## src/rtl/demux_rr_sched_if.sv

```systemverilog
// Handshake bundle between one producer, the round-robin burst scheduler and four sinks.
// The master side drives stimulus and sink readiness; the slave side is the scheduler.
interface demux_rr_sched_if #(
  parameter int DW = 8
);
  logic [3:0]    en_mask;
  logic          in_valid;
  logic [DW-1:0] in_data;
  logic          in_ready;
  logic [3:0]    out_valid;
  logic [DW-1:0] out_data;
  logic [3:0]    out_ready;
  logic [1:0]    sel;
  logic          busy;

  modport master (
    output en_mask, in_valid, in_data, out_ready,
    input  in_ready, out_valid, out_data, sel, busy
  );

  modport slave (
    input  en_mask, in_valid, in_data, out_ready,
    output in_ready, out_valid, out_data, sel, busy
  );
endinterface

```

## src/rtl/demux_rr_sched.sv

```systemverilog
// Round-robin burst scheduler for a 1-to-4 demux: BURST beats go to one enabled sink
// through a single output slot, then the next enabled sink is picked.
module demux_rr_sched #(
  parameter int DW    = 8,
  parameter int BURST = 4
) (
  input logic             clk,
  input logic             rst,
  demux_rr_sched_if.slave bus
);

  typedef enum logic [1:0] {
    IDLE,
    SEND,
    DRAIN
  } state_t;

  localparam logic [7:0] LastBeat = 8'(BURST - 1);

  state_t        r_state;
  state_t        w_state_nxt;
  logic [1:0]    r_sel;
  logic [1:0]    r_last;
  logic [7:0]    r_beat_cnt;
  logic          r_slot_valid;
  logic [DW-1:0] r_slot_data;

  logic [1:0]    w_sel_nxt;
  logic [1:0]    w_last_nxt;
  logic [7:0]    w_beat_cnt_nxt;
  logic [1:0]    w_pick_base;
  logic [1:0]    w_pick;
  logic          w_any_en;
  logic          w_in_ready;
  logic          w_accept;
  logic          w_drain;

  assign w_any_en = |bus.en_mask;
  assign w_drain  = r_slot_valid & bus.out_ready[r_sel];

  // In DRAIN the sink just finished becomes "last", so the scan starts after it.
  assign w_pick_base = (r_state == DRAIN) ? r_sel : r_last;

  always_comb begin
    w_pick = w_pick_base;
    if (bus.en_mask[w_pick_base + 2'd1])
      w_pick = w_pick_base + 2'd1;
    else if (bus.en_mask[w_pick_base + 2'd2])
      w_pick = w_pick_base + 2'd2;
    else if (bus.en_mask[w_pick_base + 2'd3])
      w_pick = w_pick_base + 2'd3;
    else if (bus.en_mask[w_pick_base])
      w_pick = w_pick_base;
  end

  always_ff @(posedge clk or posedge rst) begin
    if (rst) begin
      r_state    <= IDLE;
      r_sel      <= 2'd0;
      r_last     <= 2'd3;
      r_beat_cnt <= 8'd0;
    end else begin
      r_state    <= w_state_nxt;
      r_sel      <= w_sel_nxt;
      r_last     <= w_last_nxt;
      r_beat_cnt <= w_beat_cnt_nxt;
    end
  end

  always_comb begin
    w_state_nxt    = r_state;
    w_sel_nxt      = r_sel;
    w_last_nxt     = r_last;
    w_beat_cnt_nxt = r_beat_cnt;
    w_in_ready     = 1'b0;
    w_accept       = 1'b0;
    case (r_state)
      IDLE: begin
        if (w_any_en) begin
          w_sel_nxt      = w_pick;
          w_beat_cnt_nxt = 8'd0;
          w_state_nxt    = SEND;
        end
      end
      SEND: begin
        w_in_ready = ~r_slot_valid | bus.out_ready[r_sel];
        w_accept   = bus.in_valid & w_in_ready;
        if (w_accept) begin
          w_beat_cnt_nxt = r_beat_cnt + 8'd1;
          if (r_beat_cnt == LastBeat)
            w_state_nxt = DRAIN;
        end
      end
      DRAIN: begin
        // Rotation waits for the last beat to leave so sel never moves under a full slot.
        if (!r_slot_valid || w_drain) begin
          w_last_nxt = r_sel;
          if (w_any_en) begin
            w_sel_nxt      = w_pick;
            w_beat_cnt_nxt = 8'd0;
            w_state_nxt    = SEND;
          end else begin
            w_state_nxt = IDLE;
          end
        end
      end
      default: w_state_nxt = IDLE;
    endcase
  end

  // A drain and an accept in the same cycle keep the slot full with the new beat.
  always_ff @(posedge clk or posedge rst) begin
    if (rst) begin
      r_slot_valid <= 1'b0;
      r_slot_data  <= '0;
    end else if (w_accept) begin
      r_slot_valid <= 1'b1;
      r_slot_data  <= bus.in_data;
    end else if (w_drain) begin
      r_slot_valid <= 1'b0;
    end
  end

  assign bus.in_ready  = w_in_ready;
  assign bus.out_valid = r_slot_valid ? (4'b0001 << r_sel) : 4'b0000;
  assign bus.out_data  = r_slot_data;
  assign bus.sel       = r_sel;
  assign bus.busy      = (r_state != IDLE);

endmodule

```

## src/flat_wrapper.sv

```systemverilog
// flat-port wrapper written by rule: the top's interface ports become plain ports
module demux_rr_sched_flat 
#(
  parameter int DW    = 8,
  parameter int BURST = 4
)
  (clk, rst, bus_en_mask, bus_in_valid, bus_in_data, bus_out_ready, bus_in_ready, bus_out_valid, bus_out_data, bus_sel, bus_busy);
  demux_rr_sched_if #(.DW(DW)) bus_i ();
  input logic clk;
  input logic rst;
  input wire logic [$bits(bus_i.en_mask)-1:0] bus_en_mask;
  input wire logic [$bits(bus_i.in_valid)-1:0] bus_in_valid;
  input wire logic [$bits(bus_i.in_data)-1:0] bus_in_data;
  input wire logic [$bits(bus_i.out_ready)-1:0] bus_out_ready;
  output wire logic [$bits(bus_i.in_ready)-1:0] bus_in_ready;
  output wire logic [$bits(bus_i.out_valid)-1:0] bus_out_valid;
  output wire logic [$bits(bus_i.out_data)-1:0] bus_out_data;
  output wire logic [$bits(bus_i.sel)-1:0] bus_sel;
  output wire logic [$bits(bus_i.busy)-1:0] bus_busy;
  assign bus_i.en_mask = bus_en_mask;
  assign bus_i.in_valid = bus_in_valid;
  assign bus_i.in_data = bus_in_data;
  assign bus_i.out_ready = bus_out_ready;
  assign bus_in_ready = bus_i.in_ready;
  assign bus_out_valid = bus_i.out_valid;
  assign bus_out_data = bus_i.out_data;
  assign bus_sel = bus_i.sel;
  assign bus_busy = bus_i.busy;
  demux_rr_sched #(.DW(DW), .BURST(BURST)) u_core (.clk(clk), .rst(rst), .bus(bus_i));
endmodule
```

## config.mk

```make
export PLATFORM = sky130hd
export DESIGN_NAME = demux_rr_sched_flat
export DESIGN_NICKNAME = d
export VERILOG_FILES = /design/src/rtl/demux_rr_sched_if.sv /design/src/rtl/demux_rr_sched.sv /design/src/flat_wrapper.sv
export SDC_FILE = /design/constraint.sdc
export NUM_CORES = 1
export LEC_CHECK = 0
export BUFFER_PORTS_ARGS = -buffer_cell sky130_fd_sc_hd__buf_4
export CORE_MARGIN = 3
export CORE_UTILIZATION = 45
export DETAILED_ROUTE_END_ITERATION = 8
export GPL_TIMING_DRIVEN = 0
export MAX_ROUTING_LAYER = met4
export PLACE_DENSITY = 0.75
export SLEW_MARGIN = 20
export SYNTH_ARGS = -nofsm -noshare
export SYNTH_HDL_FRONTEND = slang
export SYNTH_SLANG_ARGS = --single-unit
```

## constraint.sdc

```tcl
create_clock -name clk -period 3 [get_ports clk]
set_input_delay 0.3 -clock clk [delete_from_list [all_inputs] [get_ports clk]]
set_output_delay 0.3 -clock clk [all_outputs]
set_load 0.005 [all_outputs]
```

* Yosys cells after proc, flatten, opt, wreduce, memory -nomap -nowiden
Index checks and enable logic that the tools add are counted.
Cells by class: shift operators 1, $add $sub $neg 4, order comparisons 4, multiplexer cells 30, equality and inequality tests 7, divide/modulo/power cells 0, bitwise logic cells 4, multipliers 0, reductions and logical operators 12
Operator list (count):
- $mux 8 | 3
- $pmux 8 s3 | 1
- $mux 2 | 10
- $lt 2x3->1 const B | 4
- $mux 1 | 9
- $add 8x1->8 const B | 1
- $bmux 1 s2 | 4
- $eq 8x2->1 const B | 1
- $ne 2x1->1 const B | 3
- $pmux 2 s3 | 1
- $reduce_bool 2->1 | 3
- $add 2x2->2 const B | 2
- $mux 4 | 1
- $pmux 2 s2 | 1
- $reduce_and 2->1 | 2
- $reduce_and 4->1 | 1
- $reduce_or 4->1 | 1
- $shl 1x2->4 const A | 1
- $reduce_and 3->1 | 1
- $reduce_bool 3->1 | 1
- $add 2x1->2 const B | 1
- $and 1x1->1 | 2
- $eq 2x1->1 const B | 1
- $eq 2x2->1 const B | 1
- 6 further kinds | 6
Storage, ports and cells: bits in writable memories 0, latch bits 0, output and inout port bits 16, word-level logic and storage cells 68, memories kept 0, bits in registers 23, ROM bits 0, input port bits 19

* Longest topological paths before layout
Gate-level depths: netlist of the first run.
word-level depth 11, gate-level depth with buffers 7, gate-level depth less buffers 5

* Least setup slack after synthesis of the first run
OpenSTA, ideal clock, no wires.
path type reg2reg, from register u_core.r_sel[0] (netlist: u_core.bus.sel[0]), to register u_core.r_sel[1] (netlist: u_core.bus.sel[1]), period minus slack after synthesis 1.768 ns, setup slack 1.232 ns, buffers on the path 2, stages on the path, launching flop included 7, library setup time 0.125 ns, data required time 2.875 ns, arrival time 1.643 ns, cell sequence dfrtp_1 -> buf_6 -> mux2_2 -> o22ai_4 -> a221oi_2 -> buf_6 -> mux2_4
On the way: cells in the longest elaborated chain, start to end 10, elaborated cells on any way between the ends 22, those cells by class add/sub: 3; eq/ne: 1; mux: 15; bitwise: 1; reduce/logical: 2
Ends and longest elaborated chain:
- from (decl) | RTL line demux_rr_sched.sv:22 | logic [1:0] r_sel;
- from (signal assigned) | RTL line demux_rr_sched.sv:64 | r_sel <= w_sel_nxt;
- $mux 2 | RTL line demux_rr_sched.sv:42 | assign w_pick_base = (r_state == DRAIN) ? r_sel : r_last;
- $add 2x2->2 | RTL line demux_rr_sched.sv:50, demux_rr_sched.sv:51
- $bmux 1 s2 | RTL line demux_rr_sched.sv:50 | else if (bus.en_mask[w_pick_base + 2'd3])
- $mux 1 (implied by the code) | RTL line demux_rr_sched.sv:50
- $mux 2 | RTL line demux_rr_sched.sv:50
- $mux 2 | RTL line demux_rr_sched.sv:48 | else if (bus.en_mask[w_pick_base + 2'd2])
- $mux 2 | RTL line demux_rr_sched.sv:46 | if (bus.en_mask[w_pick_base + 2'd1])
- $mux 2 | RTL line demux_rr_sched.sv:79, demux_rr_sched.sv:98
- $mux 2 | RTL line demux_rr_sched.sv:96 | if (!r_slot_valid || w_drain) begin
- $pmux 2 s2 | RTL line demux_rr_sched.sv:77 | case (r_state)
Parallel ways exist; a longest one is shown, timed or not. The select of a mux whose other input is x is not followed. A chain may end at the register's enable or synchronous reset.

* Final worst setup path of the first run
from register u_core.r_sel[0] (netlist: u_core.bus.sel[0]), to output port bus_in_ready
On the way: cells in the longest elaborated chain, start to end 4
Ends and longest elaborated chain:
- $bmux 1 s2 | RTL line demux_rr_sched.sv:86 | w_in_ready = ~r_slot_valid | bus.out_ready[r_sel];
- $mux 1 (implied by the code) | RTL line demux_rr_sched.sv:86
- $or 1x1->1 | RTL line demux_rr_sched.sv:86
- $mux 1 | RTL line demux_rr_sched.sv:77
- to (decl) | RTL line flat_wrapper.sv:15 | output wire logic [$bits(bus_i.in_ready)-1:0] bus_in_ready;
Every way passes these cells. The select of a mux whose other input is x is not followed.

==> results.json, run 1 <==
{
  "rsz0062_at_grt": "false",
  "slew_headroom_pct": 45.6,
  "status": "complete, no violations",
  "finalCriticalPeriod_ns": 2.01,
  "cts_sinks": 23,
  "worstPathRequired_ns": 2.70,
  "hp-class": "in -> async",
  "postCtsSetupBuffers": 0,
  "clk_pin_slew_worst_paths_ns": 0.13,
  "r2r-end": "u_core.bus.sel[1]",
  "grt-ovfl-total": 0,
  "drv_slew": 0,
  "crit_slowest_cell": "dfrtp_1",
  "layout_setup_ws_ns": 0.989,
  "port_buffers": 34,
  "fillers": 225,
  "min_period_over_period_pct": 67.0,
  "drcViolationCount": 0,
  "power.leakage_nw": 0.719,
  "clk_path_buf_depth": 2,
  "routed_via_density": 5.44,
  "diodes": 0,
  "dpl_worst_slack_ns": 1.12,
  "ir_worst_vdd_uv": 616,
  "syn_nets": 131,
  "synth_seq_area_share_pct": 47.9,
  "hold_viol": 0,
  "die_x_um": 57.8,
  "end_kind": "output pin",
  "setup_viol": 0,
  "synth_warnings": 0,
  "firstDrtPassIters": 4,
  "num_vias": 973,
  "synth_flop_cell": "dfrtp_1",
  "rr_worst_depth": 6,
  "drt-wirelength-per-cell_um": 13.4,
  "crit_path_cell_trace": "buf_6 > mux2_4 > o22ai_4 > nor2_1 > buf_4",
  "pin_count": 35,
  "drt_wl_total_mm": 2.39,
  "place_inst": 175,
  "clkLatencyLatePin_ns": 0.31,
  "dpl_cell_area_um2": 1500,
  "yosysMostFrequentCell": "dfrtp_1",
  "max-cap-violations": 0,
  "grt_pass1_vias": 959,
  "setup-tns-final_ns": 0,
  "nets": 170,
  "grt_pass1_wl_mm": 3.98,
  "finish.utilization_pct": 60.6,
  "gp_congestion": 0.860,
  "reg2reg_slack_ns": 1.12,
  "grt_max_degree": 24,
  "tightest_slew_ns": 0.815,
  "fp-row-count": 18,
  "numCtsBuffers": 3,
  "reg2reg_from": "u_core.bus.sel[0]",
  "path_buf_inv": 2,
  "crit_family": "flip-flops",
  "synthTopCellsByCount": "dfrtp_1 (21), nor2_1 (16), mux2_1 (8), nand2_1 (6), xnor2_1 (6)",
  "cp.arrival_ns": 1.71,
  "drt_iter0_drc": 26,
  "final_cells": 179,
  "start_util_pct": 47.8,
  "grt_usage_pct": 15.7,
  "dp.final_hpwl_mm": 1.88,
  "ant_nets": 0,
  "coreArea_um2": 2520,
  "critPathMaxFanout": 10,
  "netlist_top_cells_area": "dfrtp_1 (44%), mux2_1 (7.5%), nor2_1 (5.0%), mux2_2 (4.7%), dfstp_2 (4.4%)",
  "cts_root_buf": "clkbuf_4",
  "register_area_um2": 578,
  "netlist_instances": 111,
  "synth_edf_count": 0,
  "netlist.area_leader.share_pct": 43.6,
  "area_growth_pct": 26.8,
  "synthesis.area_um2": 1210,
  "stdcell_area_um2": 1530,
  "crit_path_start_kind": "flip-flop",
  "ys_ff_latch": 23,
  "cp_slowest_stage_delay_ns": 0.40,
  "cts_hold_buf": 0,
  "multi_input_area_um2": 579,
  "antenna_found_initial": 0,
  "postCtsResizedCells": 0,
  "syn_area_per_cell_um2": 10.9,
  "criticalPathCategory": "reg -> out",
  "die_h_um": 57.8,
  "skew_ns": 0.00702,
  "die_area_um2": 3340,
  "drive_gt1_share_pct": 36.2,
  "synthArstFlopShare_pct": 100,
  "clock.fmax_ghz": 0.497,
  "power.density_nw_per_um2": 852,
  "ys_types": 32,
  "cts_tree": "done",
  "yosysTopAreaCell": "dfrtp_1",
  "htreeDepth": 1
}
[metal layers]
| metal | part of all wire (%) | up-vias | GRT usage, % |
|---|---|---|---|
| met5 | 0 | - | - |
| li1 | - | 465 | - |
| met4 | 1.1 | 0 | 3.31 |
| met3 | 7.0 | 2 | 4.68 |
| met2 | 51 | 36 | 28.2 |
| met1 | 41 | 470 | 17.2 |
[cells by family after synthesis]
| kind of cell | count (synthesis) | synth area share, % |
|---|---|---|
| AND/OR/NAND/NOR | 46 | 18.3 |
| flip-flops | 23 | 47.9 |
| multiplexers | 16 | 15.5 |
| AO/OA/AOI/OAI | 12 | 8.92 |
| buffers and inverters | 7 | 4.05 |
| XOR/XNOR | 6 | 4.36 |
| adder cells (fa/ha/maj) | 1 | 1.04 |
[worst register-to-register path: stages (launching register included)]
cell and delay (ns):
dfrtp_1 0.40, buf_6 0.14, mux2_4 0.32, o22ai_4 0.31, a221oi_2 0.15, buf_6 0.17
mux2_4 0.29
[report_power, final]
group          leakage [nW]  internal [mW]  switching (mW)
sequential            0.281          0.429          0.0900
combinational         0.424          0.356           0.286
clock                0.0139         0.0508          0.0908
total                 0.719          0.836           0.467
[per-stage QoR]
stage / total power [mW] / hold WS [ns]
CTS: 1.32 / 0.161
global placement: 1.14 / 0.470
global route: 1.40 / 0.168
finish: 1.30 / 0.133
floorplan: 0.905 / 0.300
detailed placement: 1.18 / 0.476
[cell type report]
type,instances,share of cell area [%]
clock buffers,3,1.47
repair buffers,34,16.7
clock inverters,1,0.491
well taps,30,2.45
flip-flops and latches,23,37.8
multi-input cells,81,37.9
plain buffers,3,2.21
inverters,4,0.982
[worst max-delay path by stage]
stage                      startpoint                end  slack, ns  cells past startpoint
detailed placement  u_core.bus.sel[0]  u_core.bus.sel[1]       1.12                      6
global route        u_core.bus.sel[0]       bus_in_ready       0.87                      5
global placement    u_core.bus.sel[0]  u_core.bus.sel[1]       1.16                      6
finish              u_core.bus.sel[0]       bus_in_ready       0.99                      5
floorplan           u_core.bus.sel[0]  u_core.bus.sel[1]       1.23                      6
CTS                 u_core.bus.sel[0]       bus_in_ready       0.96                      5
[sequential cells by signal, indices dropped and copies added, names as in the netlist]
signal	flops
u_core.bus.out_data	8
u_core.r_beat_cnt	8
u_core.bus.sel	2
u_core.r_last	2
u_core.r_state	2
u_core.r_slot_valid	1
[cells in the final DEF (no fill, tap or decap), drive strengths merged, types with 2 or more instances in the layout]
| master | Yosys | routed |
|---|---|---|
| a21oi | 2 | 2 |
| buf | 3 | 37 |
| clkbuf | 0 | 3 |
| dfrtp | 21 | 21 |
| dfstp | 2 | 2 |
| inv | 4 | 4 |
| mux2 | 15 | 15 |
| nand2 | 6 | 6 |
| nand2b | 4 | 4 |
| nand3 | 5 | 5 |
| nor2 | 17 | 17 |
| nor2b | 2 | 2 |
| nor3 | 5 | 5 |
| nor4 | 4 | 4 |
| o22ai | 2 | 2 |
| xnor2 | 6 | 6 |
No activity file was read; power rests on OpenSTA's default activity.
==> run 2: changes to the inputs <==
--- a/config.mk
+++ b/config.mk
@@ -11,7 +11,7 @@
 export DETAILED_ROUTE_END_ITERATION = 8
 export GPL_TIMING_DRIVEN = 0
 export MAX_ROUTING_LAYER = met4
-export PLACE_DENSITY = 0.75
+export PLACE_DENSITY = 0.78
 export SLEW_MARGIN = 20
 export SYNTH_ARGS = -nofsm -noshare
 export SYNTH_HDL_FRONTEND = slang
==> constraint.sdc (replaced) <==
create_clock -name clk -period 1.65 [get_ports clk]
set_input_delay 0.165 -clock clk [delete_from_list [all_inputs] [get_ports clk]]
set_output_delay 0.165 -clock clk [all_outputs]
set_load 0.005 [all_outputs]
==> run 2 against run 1 <==
The flow now finishes with violations (negative setup slack). Core utilization grew 7.5 points. Combinational power rose by 140%. Non-clock buffer count grew 14. Hold slack got worse by 0.13 ns. Total power grew 110%. Cell area is 12% higher. Worst setup slack got worse by 1.1 ns. Global-route usage rose by 3.8 points. Via count is 9.0% higher. Count of clock-buffer cells in the layout did not move. Die area did not move. Clock power rose by 87%.
==> results.json, run 2 (same netlist as run 1, synthesis figures left out) <==
{
  "status": "finished, violations left",
  "violations": "negative setup slack",
  "numCtsBuffers": 3,
  "stdcell_area_um2": 1720,
  "ir_worst_vdd_uv": 1110,
  "dpl_cell_area_um2": 1530,
  "grt-ovfl-total": 0,
  "crit_path_start_kind": "flip-flop",
  "skew_ns": 0.00831,
  "cts_hold_buf": 0,
  "start_util_pct": 47.8,
  "num_vias": 1061,
  "rsz0062_at_grt": "true",
  "power.density_nw_per_um2": 1620,
  "clk_pin_slew_worst_paths_ns": 0.13,
  "drt_iter0_drc": 59,
  "hp-class": "in -> async",
  "clk_path_buf_depth": 2,
  "diodes": 0,
  "routed_via_density": 5.50,
  "tightest_slew_ns": 0.848,
  "htreeDepth": 1,
  "cp.arrival_ns": 1.60,
  "drv_slew": 0,
  "die_area_um2": 3340,
  "cts_sinks": 23,
  "layout_commonest_cell": "buf_4",
  "layout_setup_ws_ns": -0.113,
  "firstDrtPassIters": 4,
  "grt_usage_pct": 19.6,
  "power.leakage_nw": 0.829,
  "fp-row-count": 18,
  "dp.final_hpwl_mm": 1.93,
  "grt_max_degree": 24,
  "max-cap-violations": 0,
  "port_buffers": 34,
  "nets": 184,
  "cts_root_buf": "clkbuf_4",
  "worstPathRequired_ns": 1.48,
  "gp_congestion": 0.903,
  "setup_viol": 17,
  "critPathMaxFanout": 6,
  "clock.fmax_ghz": 0.567,
  "finalCriticalPeriod_ns": 1.76,
  "end_kind": "output pin",
  "grt_pass1_vias": 1108,
  "antenna_found_initial": 0,
  "area_growth_pct": 42.4,
  "fillers": 183,
  "rr_worst_depth": 7,
  "place_inst": 175,
  "final_cells": 193,
  "drt_wl_total_mm": 3.01,
  "hold_viol": 0,
  "drcViolationCount": 0,
  "die_x_um": 57.8,
  "slew_headroom_pct": 43.4,
  "clkLatencyLatePin_ns": 0.32,
  "drive_gt1_share_pct": 50.9,
  "coreArea_um2": 2520,
  "criticalPathCategory": "reg -> out",
  "cts_tree": "done",
  "ant_nets": 0,
  "drt-wirelength-per-cell_um": 15.6,
  "grt_pass1_wl_mm": 4.86,
  "final_cell_mix": "buf_4 (45), dfrtp_1 (20), nor2_1 (15), mux2_4 (11)",
  "min_period_over_period_pct": 107,
  "die_h_um": 57.8,
  "pin_count": 35
}
[run 2: cell count changes in the layout (fill, tap and decap cells not counted), moves of 2 or more]
cell      delta
buf_4       +11
mux2_2       -2
buf_6        +3
nand2b_1     -2
nor4_1       -2
mux2_4       +9
mux2_1       -7
[run 2: layer usage]
metal	wire length, µm	GRT usage, %	vias up
met5	0	-	-
met4	76	9.27	0
met3	170	2.90	9
met2	1620	34.5	36
met1	1140	21.5	524
li1	-	-	492
[run 2: path summary, 6_finish.rpt]
kind	slack (ns)	start	endpoint
worst max-delay path	-0.11	u_core.bus.sel[0]	bus_in_ready
worst min-delay path	0.0004	rst	u_core.bus.out_data[5]
worst max register to register	-0.08	u_core.bus.sel[0]	u_core.r_beat_cnt[4]
worst min register to register	0.53	u_core.bus.out_data[0]	u_core.bus.out_data[0]
max in group asynchronous	1.08	rst	u_core.bus.sel[1]
min in group clk	0.06	bus_in_data[2]	u_core.bus.out_data[2]
[run 2: through the flow]
stage	setup slack, ns	hold WS, ns	TNS [ns]	util [%]	power, mW
finish	-0.113	0.000388	-0.999	68.1	2.78
global route	-0.187	0.0462	-2.10	68.1	2.97
CTS	-0.193	0.0124	-2.06	65.7	2.67
detailed placement	-0.196	0.375	-1.87	60.5	2.23
global placement	-0.179	0.369	-1.57	60.5	2.18
floorplan	-0.108	0.165	-0.732	-	1.75
[run 2: final cells by class]
| cell class | count | area, µm² | share of cell area [%] |
|---|---|---|---|
| multi-input combinational | 81 | 653 | 38.0 |
| timing repair buffer | 49 | 383 | 22.3 |
| tap | 30 | 37.5 | 2.18 |
| clock buffer | 3 | 22.5 | 1.31 |
| inverter | 4 | 15.0 | 0.874 |
| clock inverter | 1 | 5.00 | 0.291 |
| sequential | 23 | 579 | 33.7 |
| buffer | 2 | 22.5 | 1.31 |
[run 2: power by group]
group	switching (mW)	total (mW)	internal [mW]
clock network	0.174	0.265	0.0910
logic	0.625	1.55	0.921
registers	0.188	0.972	0.783
total	0.988	2.78	1.80
[run 2: critical path: stages (launching register included)]
cell,delay [ns]
dfrtp_1,0.46
mux2_4,0.34
o22ai_4,0.25
nor2_1,0.09
buf_4,0.14
[run 2: timing repair]
item                                    in CTS  in global routing
resized for setup                            7                 10
endpoints found under the setup margin      17                 22
pin swaps                                    4                  5
setup buffers                               10                  4
cloned                                       1                  0
==> run 3: changes to the inputs <==
==> constraint.sdc (replaced) <==
create_clock -name clk -period 1.6 [get_ports clk]
set_input_delay 0.16 -clock clk [delete_from_list [all_inputs] [get_ports clk]]
set_output_delay 0.16 -clock clk [all_outputs]
set_load 0.005 [all_outputs]
==> run 3 against run 2 <==
The flow finishes with violations (negative hold slack, negative setup slack). Flip-flop and latch count unchanged. Highest routed layer unchanged. Largest cell class unchanged. Cell area increased by 1.2%. Clock skew increased by 0.00097 ns. Largest power group unchanged. Via count decreased by 2.9%. Worst setup slack got worse by 0.068 ns. Count of clock-buffer cells in the layout increased by 1.
==> results.json, run 3 (same netlist as run 1, synthesis figures left out) <==
{
  "status": "finished, violations left",
  "violations": "negative hold slack, negative setup slack",
  "cts_sinks": 23,
  "die_area_um2": 3340,
  "power.leakage_nw": 0.823,
  "criticalPathCategory": "reg -> reg",
  "grt_usage_pct": 18.9,
  "rsz0062_at_grt": "true",
  "numCtsBuffers": 3,
  "critPathMaxFanout": 5,
  "nets": 181,
  "drt_wl_total_mm": 2.92,
  "worstPathRequired_ns": 1.80,
  "tightest_slew_ns": 0.834,
  "min_period_over_period_pct": 111,
  "cts_tree": "done",
  "crit_slowest_cell": "dfrtp_2",
  "setup-tns-final_ns": -2.61,
  "coreArea_um2": 2520,
  "crit_path_cell_trace": "mux2_4 > o22ai_4 > buf_6 > nor2_4 > buf_6 > mux2_4",
  "dp.final_hpwl_mm": 1.86,
  "multi_input_area_um2": 682,
  "gp_congestion": 0.858,
  "max-cap-violations": 0,
  "skew_ns": 0.00927,
  "num_vias": 1030,
  "crit_family": "multiplexers",
  "cp.arrival_ns": 1.98,
  "hold_viol": 5,
  "hold_slack_ns": -0.00276,
  "port_buffers": 34,
  "antenna_found_initial": 0,
  "firstDrtPassIters": 4,
  "hp-class": "in -> async",
  "ir_worst_vdd_uv": 1160,
  "clk_path_buf_depth": 2,
  "clock.fmax_ghz": 0.562,
  "clkLatencyLatePin_ns": 0.31,
  "grt_max_degree": 24,
  "drcViolationCount": 0,
  "area_growth_pct": 44.2,
  "clk_pin_slew_worst_paths_ns": 0.13,
  "fp-row-count": 18,
  "finalCriticalPeriod_ns": 1.78,
  "crit_path_start_kind": "flip-flop",
  "start_util_pct": 47.8,
  "setup_viol": 20,
  "drv_slew": 0,
  "routed_via_density": 5.42,
  "drive_gt1_share_pct": 55.0,
  "drt-wirelength-per-cell_um": 15.4,
  "pin_count": 35,
  "ant_nets": 0,
  "layout_commonest_cell": "buf_4",
  "grt_pass1_wl_mm": 4.75,
  "die_h_um": 57.8,
  "cp_slowest_stage_delay_ns": 0.46,
  "final_cell_mix": "buf_4 (41), dfrtp_1 (17), nor2_1 (13), mux2_4 (12)",
  "diodes": 0,
  "path_buf_inv": 2,
  "layout_setup_ws_ns": -0.181,
  "grt-ovfl-total": 0,
  "die_x_um": 57.8,
  "cts_hold_buf": 0,
  "power.density_nw_per_um2": 1710,
  "register_area_um2": 583,
  "grt_pass1_vias": 1068,
  "place_inst": 175,
  "cts_root_buf": "clkbuf_4",
  "slew_headroom_pct": 44.4,
  "drt_iter0_drc": 38,
  "end_kind": "flip-flop",
  "final_cells": 190,
  "htreeDepth": 1,
  "fillers": 190,
  "finish.utilization_pct": 68.9
}
[run 3: cell types whose count changed in the layout (fill, tap and decap cells not counted), moves of 2 or more]
cell / delta
nor2_4: +3
dfrtp_1: -3
nor2_1: -2
nor4_2: +2
dfrtp_2: +3
buf_4: -4
[run 3: area by class of cell]
class | count | share of cell area [%]
Clock buffer | 4 | 1.51
Buffer | 2 | 1.29
Multi-Input combinational cell | 81 | 39.2
Inverter | 4 | 0.863
Tap cell | 30 | 2.16
Sequential cell | 23 | 33.5
Timing Repair Buffer | 46 | 21.4
[run 3: final timing paths]
| kind | endpoint | slack [ns] | cells past startpoint | startpoint |
|---|---|---|---|---|
| min in group clk | u_core.bus.out_data[4] | 0.07 | 2 | bus_in_data[4] |
| max in group asynchronous | u_core.r_state[1] | 1.02 | 2 | rst |
| setup / recovery | u_core.bus.out_data[0] | -0.18 | 6 | u_core.bus.sel[0] |
| hold / removal | u_core.bus.out_data[4] | -0.003 | 2 | rst |
| setup reg to reg | u_core.bus.out_data[0] | -0.18 | 6 | u_core.bus.sel[0] |
| hold reg to reg | u_core.bus.out_data[1] | 0.53 | 1 | u_core.bus.out_data[1] |
[run 3: layer usage]
layer	share of wire, %	track usage (%)
met1	40	22.6
met4	0.58	7.62
met5	0	-
met3	5.2	2.45
met2	54	32.1
[run 3: through the flow]
step                      power (mW)  hold WS [ns]  area (µm²)  worst slack, ns
after floorplan                 1.80         0.160        1230           -0.158
after global placement          2.25         0.360        1530           -0.235
after detailed placement        2.30         0.371        1530           -0.268
after CTS                       2.82        0.0280        1680           -0.194
after global routing            3.19        0.0500        1740           -0.221
final                           2.97      -0.00276        1740           -0.181
[run 3: where the power goes]
group,internal [mW],total [mW],leakage (nW),switching [mW]
sequential,0.812,1.02,0.277,0.209
clock,0.0973,0.270,0.0150,0.173
combinational,1.01,1.68,0.531,0.673
total,1.92,2.97,0.823,1.05
[run 3: what timing repair did]
action,CTS,global route
cloned,1,0
resized for setup,14,14
setup endpoints to repair,22,22
setup buffers,8,4
pin swaps,3,5
